## src/rtl/uart_disp_ctrl_if.sv

```systemverilog
// UART receive strobe plus display/status outputs of the
// history display controller.
interface uart_disp_ctrl_if;
   logic       i_RX_DV;
   logic [7:0] i_RX_Byte;
   logic [7:0] o_Disp_Byte;
   logic       o_Blank;
   logic [1:0] o_Disp_Index;
   logic [2:0] o_Count;
   logic       o_Hold;
   logic       o_Scroll;
   logic       o_Err;

   modport master (
      output i_RX_DV, i_RX_Byte,
      input  o_Disp_Byte, o_Blank, o_Disp_Index,
      input  o_Count, o_Hold, o_Scroll, o_Err
   );

   modport slave (
      input  i_RX_DV, i_RX_Byte,
      output o_Disp_Byte, o_Blank, o_Disp_Index,
      output o_Count, o_Hold, o_Scroll, o_Err
   );
endinterface

```

## src/rtl/uart_disp_ctrl.sv

```systemverilog
// Four-entry UART byte history shown on two hex digits, with
// '!'-prefixed commands for hold, blank, scroll and clear.
module uart_disp_ctrl #(
   parameter int SCROLL_TICKS = 25000000,
   parameter int TIMEOUT_CLKS = 21700
) (
   input  logic            CLK,
   input  logic            RST,
   uart_disp_ctrl_if.slave bus
);
   localparam int SW = (SCROLL_TICKS > 1) ? $clog2(SCROLL_TICKS) : 1;
   localparam int TW = (TIMEOUT_CLKS > 1) ? $clog2(TIMEOUT_CLKS) : 1;
   localparam logic [SW-1:0] SCR_LAST = SW'(SCROLL_TICKS - 1);
   localparam logic [TW-1:0] TMO_LAST = TW'(TIMEOUT_CLKS - 1);

   typedef enum logic {DATA, CMD} state_t;

   state_t        state, state_n;
   logic [7:0]    hist [4];
   logic [7:0]    hist_n [4];
   logic [2:0]    count, count_n;
   logic [1:0]    idx, idx_n;
   logic [7:0]    disp, disp_n;
   logic          blank, blank_n;
   logic          hold, hold_n;
   logic          scroll, scroll_n;
   logic          err, err_n;
   logic [TW-1:0] tmo, tmo_n;
   logic [SW-1:0] scr, scr_n;
   logic          push, clr, scr_on;

   always_comb begin
      state_n  = state;
      tmo_n    = tmo;
      blank_n  = blank;
      hold_n   = hold;
      scroll_n = scroll;
      err_n    = 1'b0;
      push     = 1'b0;
      clr      = 1'b0;
      scr_on   = 1'b0;
      unique case (state)
         DATA: begin
            if (bus.i_RX_DV) begin
               if (bus.i_RX_Byte == 8'h21) begin
                  state_n = CMD;
                  tmo_n   = '0;
               end else begin
                  push = 1'b1;
               end
            end
         end
         CMD: begin
            // A byte on the expiry cycle wins over the timeout.
            if (bus.i_RX_DV) begin
               state_n = DATA;
               case (bus.i_RX_Byte)
                  8'h48: hold_n  = ~hold;
                  8'h42: blank_n = ~blank;
                  8'h53: begin
                     scroll_n = ~scroll;
                     scr_on   = ~scroll;
                  end
                  8'h43: clr  = 1'b1;
                  8'h21: push = 1'b1;
                  default: err_n = 1'b1;
               endcase
            end else if (tmo == TMO_LAST) begin
               err_n   = 1'b1;
               state_n = DATA;
            end else begin
               tmo_n = tmo + TW'(1);
            end
         end
      endcase
   end

   always_comb begin
      hist_n  = hist;
      count_n = count;
      if (clr) begin
         for (int i = 0; i < 4; i++) hist_n[i] = 8'h00;
         count_n = 3'd0;
      end else if (push) begin
         hist_n[3] = hist[2];
         hist_n[2] = hist[1];
         hist_n[1] = hist[0];
         hist_n[0] = bus.i_RX_Byte;
         if (count != 3'd4) count_n = count + 3'd1;
      end
   end

   // While held, index, byte and scroll timer all freeze.
   always_comb begin
      idx_n  = idx;
      disp_n = disp;
      scr_n  = scr;
      if (!hold_n) begin
         if (!scroll_n) begin
            idx_n = 2'd0;
            scr_n = '0;
         end else if (scr_on || push) begin
            idx_n = 2'd0;
            scr_n = '0;
         end else if (scr == SCR_LAST) begin
            scr_n = '0;
            if (({1'b0, idx} + 3'd1) >= count_n) idx_n = 2'd0;
            else idx_n = idx + 2'd1;
         end else begin
            scr_n = scr + SW'(1);
            if ({1'b0, idx} >= count_n) idx_n = 2'd0;
         end
         disp_n = hist_n[idx_n];
      end
   end

   always_ff @(posedge CLK or posedge RST) begin
      if (RST) begin
         state  <= DATA;
         for (int i = 0; i < 4; i++) hist[i] <= 8'h00;
         count  <= 3'd0;
         idx    <= 2'd0;
         disp   <= 8'h00;
         blank  <= 1'b0;
         hold   <= 1'b0;
         scroll <= 1'b0;
         err    <= 1'b0;
         tmo    <= '0;
         scr    <= '0;
      end else begin
         state  <= state_n;
         for (int i = 0; i < 4; i++) hist[i] <= hist_n[i];
         count  <= count_n;
         idx    <= idx_n;
         disp   <= disp_n;
         blank  <= blank_n;
         hold   <= hold_n;
         scroll <= scroll_n;
         err    <= err_n;
         tmo    <= tmo_n;
         scr    <= scr_n;
      end
   end

   assign bus.o_Disp_Byte  = disp;
   assign bus.o_Blank      = blank;
   assign bus.o_Disp_Index = idx;
   assign bus.o_Count      = count;
   assign bus.o_Hold       = hold;
   assign bus.o_Scroll     = scroll;
   assign bus.o_Err        = err;
endmodule

```

## src/flat_wrapper.sv

```systemverilog
// flat-port wrapper written by rule: the top's interface ports become plain ports
module uart_disp_ctrl_flat 
#(
   parameter int SCROLL_TICKS = 25000000,
   parameter int TIMEOUT_CLKS = 21700
)
  (CLK, RST, bus_i_RX_DV, bus_i_RX_Byte, bus_o_Disp_Byte, bus_o_Blank, bus_o_Disp_Index, bus_o_Count, bus_o_Hold, bus_o_Scroll, bus_o_Err);
  uart_disp_ctrl_if bus_i ();
  input  logic CLK;
  input  logic RST;
  input wire logic [$bits(bus_i.i_RX_DV)-1:0] bus_i_RX_DV;
  input wire logic [$bits(bus_i.i_RX_Byte)-1:0] bus_i_RX_Byte;
  output wire logic [$bits(bus_i.o_Disp_Byte)-1:0] bus_o_Disp_Byte;
  output wire logic [$bits(bus_i.o_Blank)-1:0] bus_o_Blank;
  output wire logic [$bits(bus_i.o_Disp_Index)-1:0] bus_o_Disp_Index;
  output wire logic [$bits(bus_i.o_Count)-1:0] bus_o_Count;
  output wire logic [$bits(bus_i.o_Hold)-1:0] bus_o_Hold;
  output wire logic [$bits(bus_i.o_Scroll)-1:0] bus_o_Scroll;
  output wire logic [$bits(bus_i.o_Err)-1:0] bus_o_Err;
  assign bus_i.i_RX_DV = bus_i_RX_DV;
  assign bus_i.i_RX_Byte = bus_i_RX_Byte;
  assign bus_o_Disp_Byte = bus_i.o_Disp_Byte;
  assign bus_o_Blank = bus_i.o_Blank;
  assign bus_o_Disp_Index = bus_i.o_Disp_Index;
  assign bus_o_Count = bus_i.o_Count;
  assign bus_o_Hold = bus_i.o_Hold;
  assign bus_o_Scroll = bus_i.o_Scroll;
  assign bus_o_Err = bus_i.o_Err;
  uart_disp_ctrl #(.SCROLL_TICKS(SCROLL_TICKS), .TIMEOUT_CLKS(TIMEOUT_CLKS)) u_core (.CLK(CLK), .RST(RST), .bus(bus_i));
endmodule
```

## config.mk

```make
export PLATFORM = sky130hd
export DESIGN_NAME = uart_disp_ctrl_flat
export DESIGN_NICKNAME = d
export VERILOG_FILES = /design/src/rtl/uart_disp_ctrl_if.sv /design/src/rtl/uart_disp_ctrl.sv /design/src/flat_wrapper.sv
export SDC_FILE = /design/constraint.sdc
export NUM_CORES = 1
export LEC_CHECK = 0
export ABC_AREA = 1
export BUFFER_PORTS_ARGS = -buffer_cell sky130_fd_sc_hd__buf_2
export CORE_UTILIZATION = 45
export CTS_CLUSTER_SIZE = 20
export DETAILED_ROUTE_END_ITERATION = 10
export SYNTH_ARGS = -nofsm -noshare
export SYNTH_HDL_FRONTEND = slang
export SYNTH_SLANG_ARGS = --single-unit
export TNS_END_PERCENT = 10
```

## constraint.sdc

```tcl
create_clock -name CLK -period 3.4 [get_ports CLK]
set_input_delay 0.17 -clock CLK [delete_from_list [all_inputs] [get_ports CLK]]
set_output_delay 0.17 -clock CLK [all_outputs]
set_load 0.03 [all_outputs]
```

==> run_results.csv, run 1 <==
group,metric,value,unit
status,status,"finished clean",
grt,grtUsageMet1,32.2,%
place,port_buffers,27,
place,preCtsSetupSlack,0.223,ns
grt,grt_usage,22.3,%
yosys,yosys.cell_types.count,43,
sta,hold_ws,0.252,ns
sta,fmax,319,MHz
finish,layout.nets,727,
grt,use_met2,33.2,%
yosys,ys_ff_latch,90,
grt,grt-ovfl-total,0,
place,place_hpwl,8.55,mm
setup_path,required,3.64,ns
clock_network,clk_pin_slew,0.06,ns
power,power,2620,uW
setup_path,endpoint_kind,"flop",
yosys,yosysWarnings,0,
yosys,synth_area_leader_cell,"dfrtp_1",
grt,antenna_found_initial,0,
setup_path,crit_path_start_kind,"flop",
min_path,hold_class,"primary input to flop",
yosys,synthArstFlopShare,100,%
power,powerDensity,462,nW/um2
yosys,ys.flop_type,"dfrtp_1",
yosys,syn_avg_cell_area,7.56,um2
grt,grt_util_met3,3.47,%
yosys,synth_nets,700,
finish,fillCellCount,1038,
sta,maxSlewHeadroom,60.8,%
drt,drt_wl_total,12.0,mm
yosys,yosys-top-cells-count,"nand2_1, inv_1, dfrtp_1",
yosys,yosysSeqAreaShare,43.9,%
sta,setup_viol,0,
die,fp.coreArea,11000,um2
finish,drive_gt1_share,13.6,%
clock_network,htreeDepth,3,
yosys,yosysMostFrequentCell,"nand2_1",
drt,firstDrtPassIters,5,
yosys,synth_area,5130,um2
min_path,whs_endpoint,"u_core.hist[29]",
grt,grt_pass1_wl,20.4,mm
drt,via_count,4451,
sta,drv_slew,0,
drt,ant_nets,0,
clock_network,clk_path_buf_depth,2,
clock_network,root_buffer,"clkbuf_16",
drt,drtIter0Drc,320,
sta,skew,0.00650,ns
finish,area_growth,10.4,%
min_path,worstHoldStart,"bus_i_RX_Byte[5]",
place,gp_congestion,0.828,
min_path,whs_path_depth,4,
setup_path,r2r_cells,18,
sta,worstMarginPinSlew,0.587,ns
clock_network,insertion_delay,0.35,ns
setup_path,r2r_start,"u_core.state",
yosys,yosysTopAreaCellShare,43.9,%
yosys,netlist_instances,679,
die,dieHeight,109,um
power,p_leak,0.00287,uW
clock_network,cts_sinks,90,
sta,post-route-period-util,92.3,%
power,max-vdd-ir-drop,350,uV
die,die_area,11800,um2
drt,wl_per_cell,14.1,um
die,num_rows,38,
die,die_w,109,um
finish,utilization,51.6,%
grt,grt_busiest_layer,"met2",
die,floorplan.initialDensity,46.7,%
setup_path,rr_endpoint,"u_core.bus.o_Disp_Byte[2]",
clock_network,cts_tree,"built",
clock_network,numCtsBuffers,9,
grt,grt_pass1_vias,4223,
setup_path,worst-path-max-fanout,17,
grt,grt_max_degree,38,
finish,diodes,0,
setup_path,worstSetupPathType,"flop to flop",
drt,drc,0,
sta,tns,0,ns
sta,hold_viol,0,
yosys,synth_area_leaders,"dfrtp_1, nand2_1, inv_1",
job,cap_violations,0,
yosys,synth-edff-count,0,
drt,via_per_inst,5.23,
setup_path,arrival,3.38,ns
die,ioPinCount,28,
sta,layout_setup_ws,0.263,ns
sta,timing.final.crit_period,3.14,ns
setup_path,reg2reg_slack,0.26,ns
-- timing repair --
| action | CTS | global route |
|---|---|---|
| setup endpoints to repair | 0 | 8 |
| gates resized for setup | 0 | 2 |
| hold buffers | 1 | 0 |
| setup buffers | 0 | 0 |
| hold endpoints to repair | 31 | 0 |
-- placed cells by master, fill, tap and decap left out, types with 20 or more instances in the layout --
| master | synthesis | layout |
|---|---|---|
| o21ai_0 | 22 | 22 |
| inv_1 | 96 | 95 |
| a21oi_1 | 24 | 23 |
| dfrtp_1 | 90 | 89 |
| nand2_1 | 141 | 141 |
| buf_2 | 10 | 27 |
| or2_2 | 20 | 20 |
| nor2_1 | 74 | 74 |
| nor3_1 | 27 | 27 |
| nand3_1 | 68 | 68 |
-- kinds of logic (layout without fill, tap and decap cells) --
logic type	count (synthesis)	in the layout	share of synthesized area, %
simple gates	382	382	35.1
buf+inv	123	155	9.94
flops	90	90	43.9
compound gates	66	66	7.29
fa+ha+maj	10	10	2.44
xor+xnor	8	8	1.36
-- state kept, by name, summed over array words and instances, names as in the netlist, 2 cells and up --
register,flops
u_core.tmo,15
u_core.scr,25
u_core.bus.o_Disp_Byte,8
u_core.hist,32
u_core.bus.o_Count,3
u_core.bus.o_Disp_Index,2
-- power breakdown --
| part | switching [uW] | leakage (uW) | internal, uW |
|---|---|---|---|
| combinational | 303 | 0.00170 | 149 |
| clock | 397 | 0.000138 | 568 |
| sequential | 55.4 | 0.00103 | 1150 |
| total | 755 | 0.00287 | 1860 |
-- area by class of cell --
class	count	area, um2	area share, %
Sequential cell	90	2250	39.7
Tap cell	140	175	3.09
Inverter	105	395	6.97
Clock inverter	3	40.0	0.706
Timing Repair Buffer	34	190	3.35
Multi-Input combinational cell	466	2370	41.9
Clock buffer	13	240	4.24
-- worst max path at each step --
stage / startpoint / end / slack [ns] / cells past startpoint
floorplan: u_core.state / u_core.bus.o_Disp_Byte[0] / 0.37 / 21
global placement: bus_i_RX_Byte[4] / u_core.bus.o_Disp_Byte[0] / 0.36 / 22
finish: u_core.state / u_core.bus.o_Disp_Byte[2] / 0.26 / 18
detailed placement: bus_i_RX_Byte[4] / u_core.bus.o_Disp_Byte[1] / 0.22 / 22
global route: u_core.state / u_core.bus.o_Disp_Byte[2] / -0.02 / 18
CTS: u_core.state / u_core.bus.o_Disp_Byte[2] / 0.25 / 18
-- metrics by stage --
stage / cell area (um2) / std cells
final: 5670 / 851
after global routing: 5670 / 851
after CTS: 5660 / 851
after detailed placement: 5370 / 834
after global placement: 5370 / 834
after floorplan: 5130 / 679
-- layer usage --
| layer | up-vias | share of wire [%] | routed length (um) |
|---|---|---|---|
| li1 | 2236 | - | - |
| met1 | 2087 | 51 | 6060 |
| met2 | 109 | 43 | 5130 |
| met3 | 19 | 4.9 | 587 |
| met4 | 0 | 1.9 | 222 |
| met5 | - | 0 | 0 |
-- worst max-delay path, stage by stage, from the launching register on --
cell and delay [ns]:
dfrtp_2 0.41, inv_1 0.09, nand3_1 0.17, nand3_4 0.18, nor2_1 0.20, o21ai_0 0.12, a21oi_2 0.19, ha_1 0.26
o21ai_0 0.19, nand2_1 0.09, or2_2 0.28, nand2_2 0.10, nand3_4 0.20, nand2_8 0.22, nand2_1 0.07, nand3_1 0.06
nand2_1 0.06, nand2_1 0.06, nand2_1 0.06
No activity file was read; power rests on OpenSTA's default activity.
==> run 2, diff against run 1 <==
Settings changed: BUFFER_PORTS_ARGS -buffer_cell sky130_fd_sc_hd__buf_2 to -buffer_cell sky130_fd_sc_hd__buf_4.
Clock period 3.4 ns to 2.99 ns, I/O delays scaled along.
==> run_results.csv, run 2 (same netlist as run 1, synthesis figures left out) <==
group,metric,value,unit
finish,instances_no_fill,865,
finish,utilization,53.8,%
die,fp.coreArea,11000,um2
finish,diodes,0,
finish,area_growth,15.1,%
sta,post-route-period-util,92.0,%
clock_network,clk_path_buf_depth,2,
drt,wl_per_cell,14.3,um
drt,drtIter0Drc,263,
sta,timing.final.crit_period,2.75,ns
clock_network,insertion_delay,0.34,ns
sta,hold_viol,0,
setup_path,rr_endpoint,"u_core.bus.o_Disp_Byte[3]",
setup_path,arrival,3.03,ns
finish,layout.nets,741,
grt,grt_usage,23.1,%
setup_path,cp-startpoint,"u_core.state",
drt,drt_wl_total,12.3,mm
setup_path,endpoint_kind,"flop",
place,place_area,5540,um2
clock_network,htreeDepth,3,
die,dieHeight,109,um
sta,rsz0062_at_grt,"false",
min_path,whs_endpoint,"u_core.tmo[1]",
grt,grt_max_degree,38,
place,dpl.cell_count,846,
setup_path,worstSetupPathType,"flop to flop",
die,num_rows,38,
place,gp_congestion,0.898,
min_path,hold_class,"primary input to flop",
grt,grt_pass1_vias,4299,
clock_network,cts_tree,"built",
place,place_hpwl,8.74,mm
status,status,"finished clean",
clock_network,root_buffer,"clkbuf_16",
finish,final_cell_area,5910,um2
grt,antenna_found_initial,0,
setup_path,required,3.27,ns
clock_network,cts_sinks,90,
finish,largest_register_ff_count,32,
setup_path,crit_path_start_kind,"flop",
drt,via_count,4484,
drt,drc,0,
sta,fmax,363,MHz
drt,via_per_inst,5.18,
sta,worstMarginPinSlew,0.576,ns
min_path,whs_path_depth,4,
finish,mostFrequentLayoutCells,"nand2_1, inv_1, dfrtp_1",
die,ioPinCount,28,
place,port_buffers,27,
setup_path,worst-path-max-fanout,17,
clock_network,clk_pin_slew,0.06,ns
finish,reg_top3,"u_core.hist x32, u_core.scr x25, u_core.tmo x15",
sta,drv_slew,0,
die,die_area,11800,um2
min_path,worstHoldStart,"bus_i_RX_DV",
setup_path,reg2reg_slack,0.24,ns
die,floorplan.initialDensity,46.7,%
power,max-vdd-ir-drop,303,uV
finish,drive_gt1_share,15.7,%
job,cap_violations,0,
sta,setup_viol,0,
die,die_w,109,um
sta,skew,0.00479,ns
sta,tns,0,ns
finish,final_common_cell,"nand2_1",
power,powerDensity,522,nW/um2
drt,firstDrtPassIters,4,
drt,ant_nets,0,
finish,regMostFlops,"u_core.hist",
power,p_leak,0.00299,uW
grt,grt_pass1_wl,21.1,mm
grt,grt-ovfl-total,0,
sta,maxSlewHeadroom,61.6,%
sta,hold_ws,0.180,ns
setup_path,r2r_cells,19,
clock_network,numCtsBuffers,9,
setup_path,r2r_start,"u_core.state",
run 2: worst max path at each step:
| stage | to | cells past startpoint |
|---|---|---|
| 6_report | u_core.bus.o_Disp_Byte[3] | 19 |
| 5_1_grt | u_core.bus.o_Disp_Byte[6] | 18 |
| 4_1_cts | u_core.bus.o_Disp_Byte[6] | 17 |
| 3_5_place_dp | u_core.bus.o_Disp_Byte[6] | 21 |
| 3_3_place_gp | u_core.bus.o_Disp_Byte[6] | 21 |
| 2_1_floorplan | u_core.bus.o_Disp_Byte[0] | 21 |
run 2: timing repair:
item | CTS | global route
setup buffers | 0 | 1
hold buffers | 1 | 0
hold endpoints to repair | 30 | 0
setup endpoints to repair | 0 | 8
resized for setup | 0 | 10
run 2: where the power goes:
part / switching (uW) / leakage [uW] / internal (uW)
combinational: 362 / 0.00181 / 215
sequential: 52.1 / 0.00103 / 1300
clock: 457 / 0.000147 / 693
total: 872 / 0.00299 / 2210
run 2: layout make-up:
type	instances	area, um2
clock inverters	2	35.0
repair buffers	48	397
multi-input cells	466	2390
inverters	105	395
well taps	140	175
clock buffers	14	264
flip-flops and latches	90	2250
fillers	1039	5070
run 2: routing by layer:
layer / track usage, % / wire length, um
met1: 34.4 / 6390
met3: 3.35 / 526
met5: 0 / 0
met2: 33.7 / 5230
met4: 8.78 / 196
run 2: metrics by stage:
stage          total power, uW  setup WS (ns)
2_1_floorplan             1740         0.0277
3_3_place_gp              1920          0.103
3_5_place_dp              1940        0.00288
4_1_cts                   3100         0.0390
5_1_grt                   3250         0.0260
6_report                  3080          0.238
run 2: critical path, cell delays in order (launching register included):
cell     delay (ns)
dfrtp_1        0.39
inv_1          0.09
nand3_2        0.13
nand3_4        0.16
buf_12         0.16
nor2_1         0.05
nor2_1         0.09
nand2_1        0.11
ha_1           0.32
o21ai_1        0.08
nand2_1        0.07
or2_2          0.28
nand2_2        0.10
nand3_4        0.12
buf_4          0.19
nand3_1        0.07
nand3_1        0.10
nand2_1        0.08
nand2_1        0.05
nand2_1        0.06
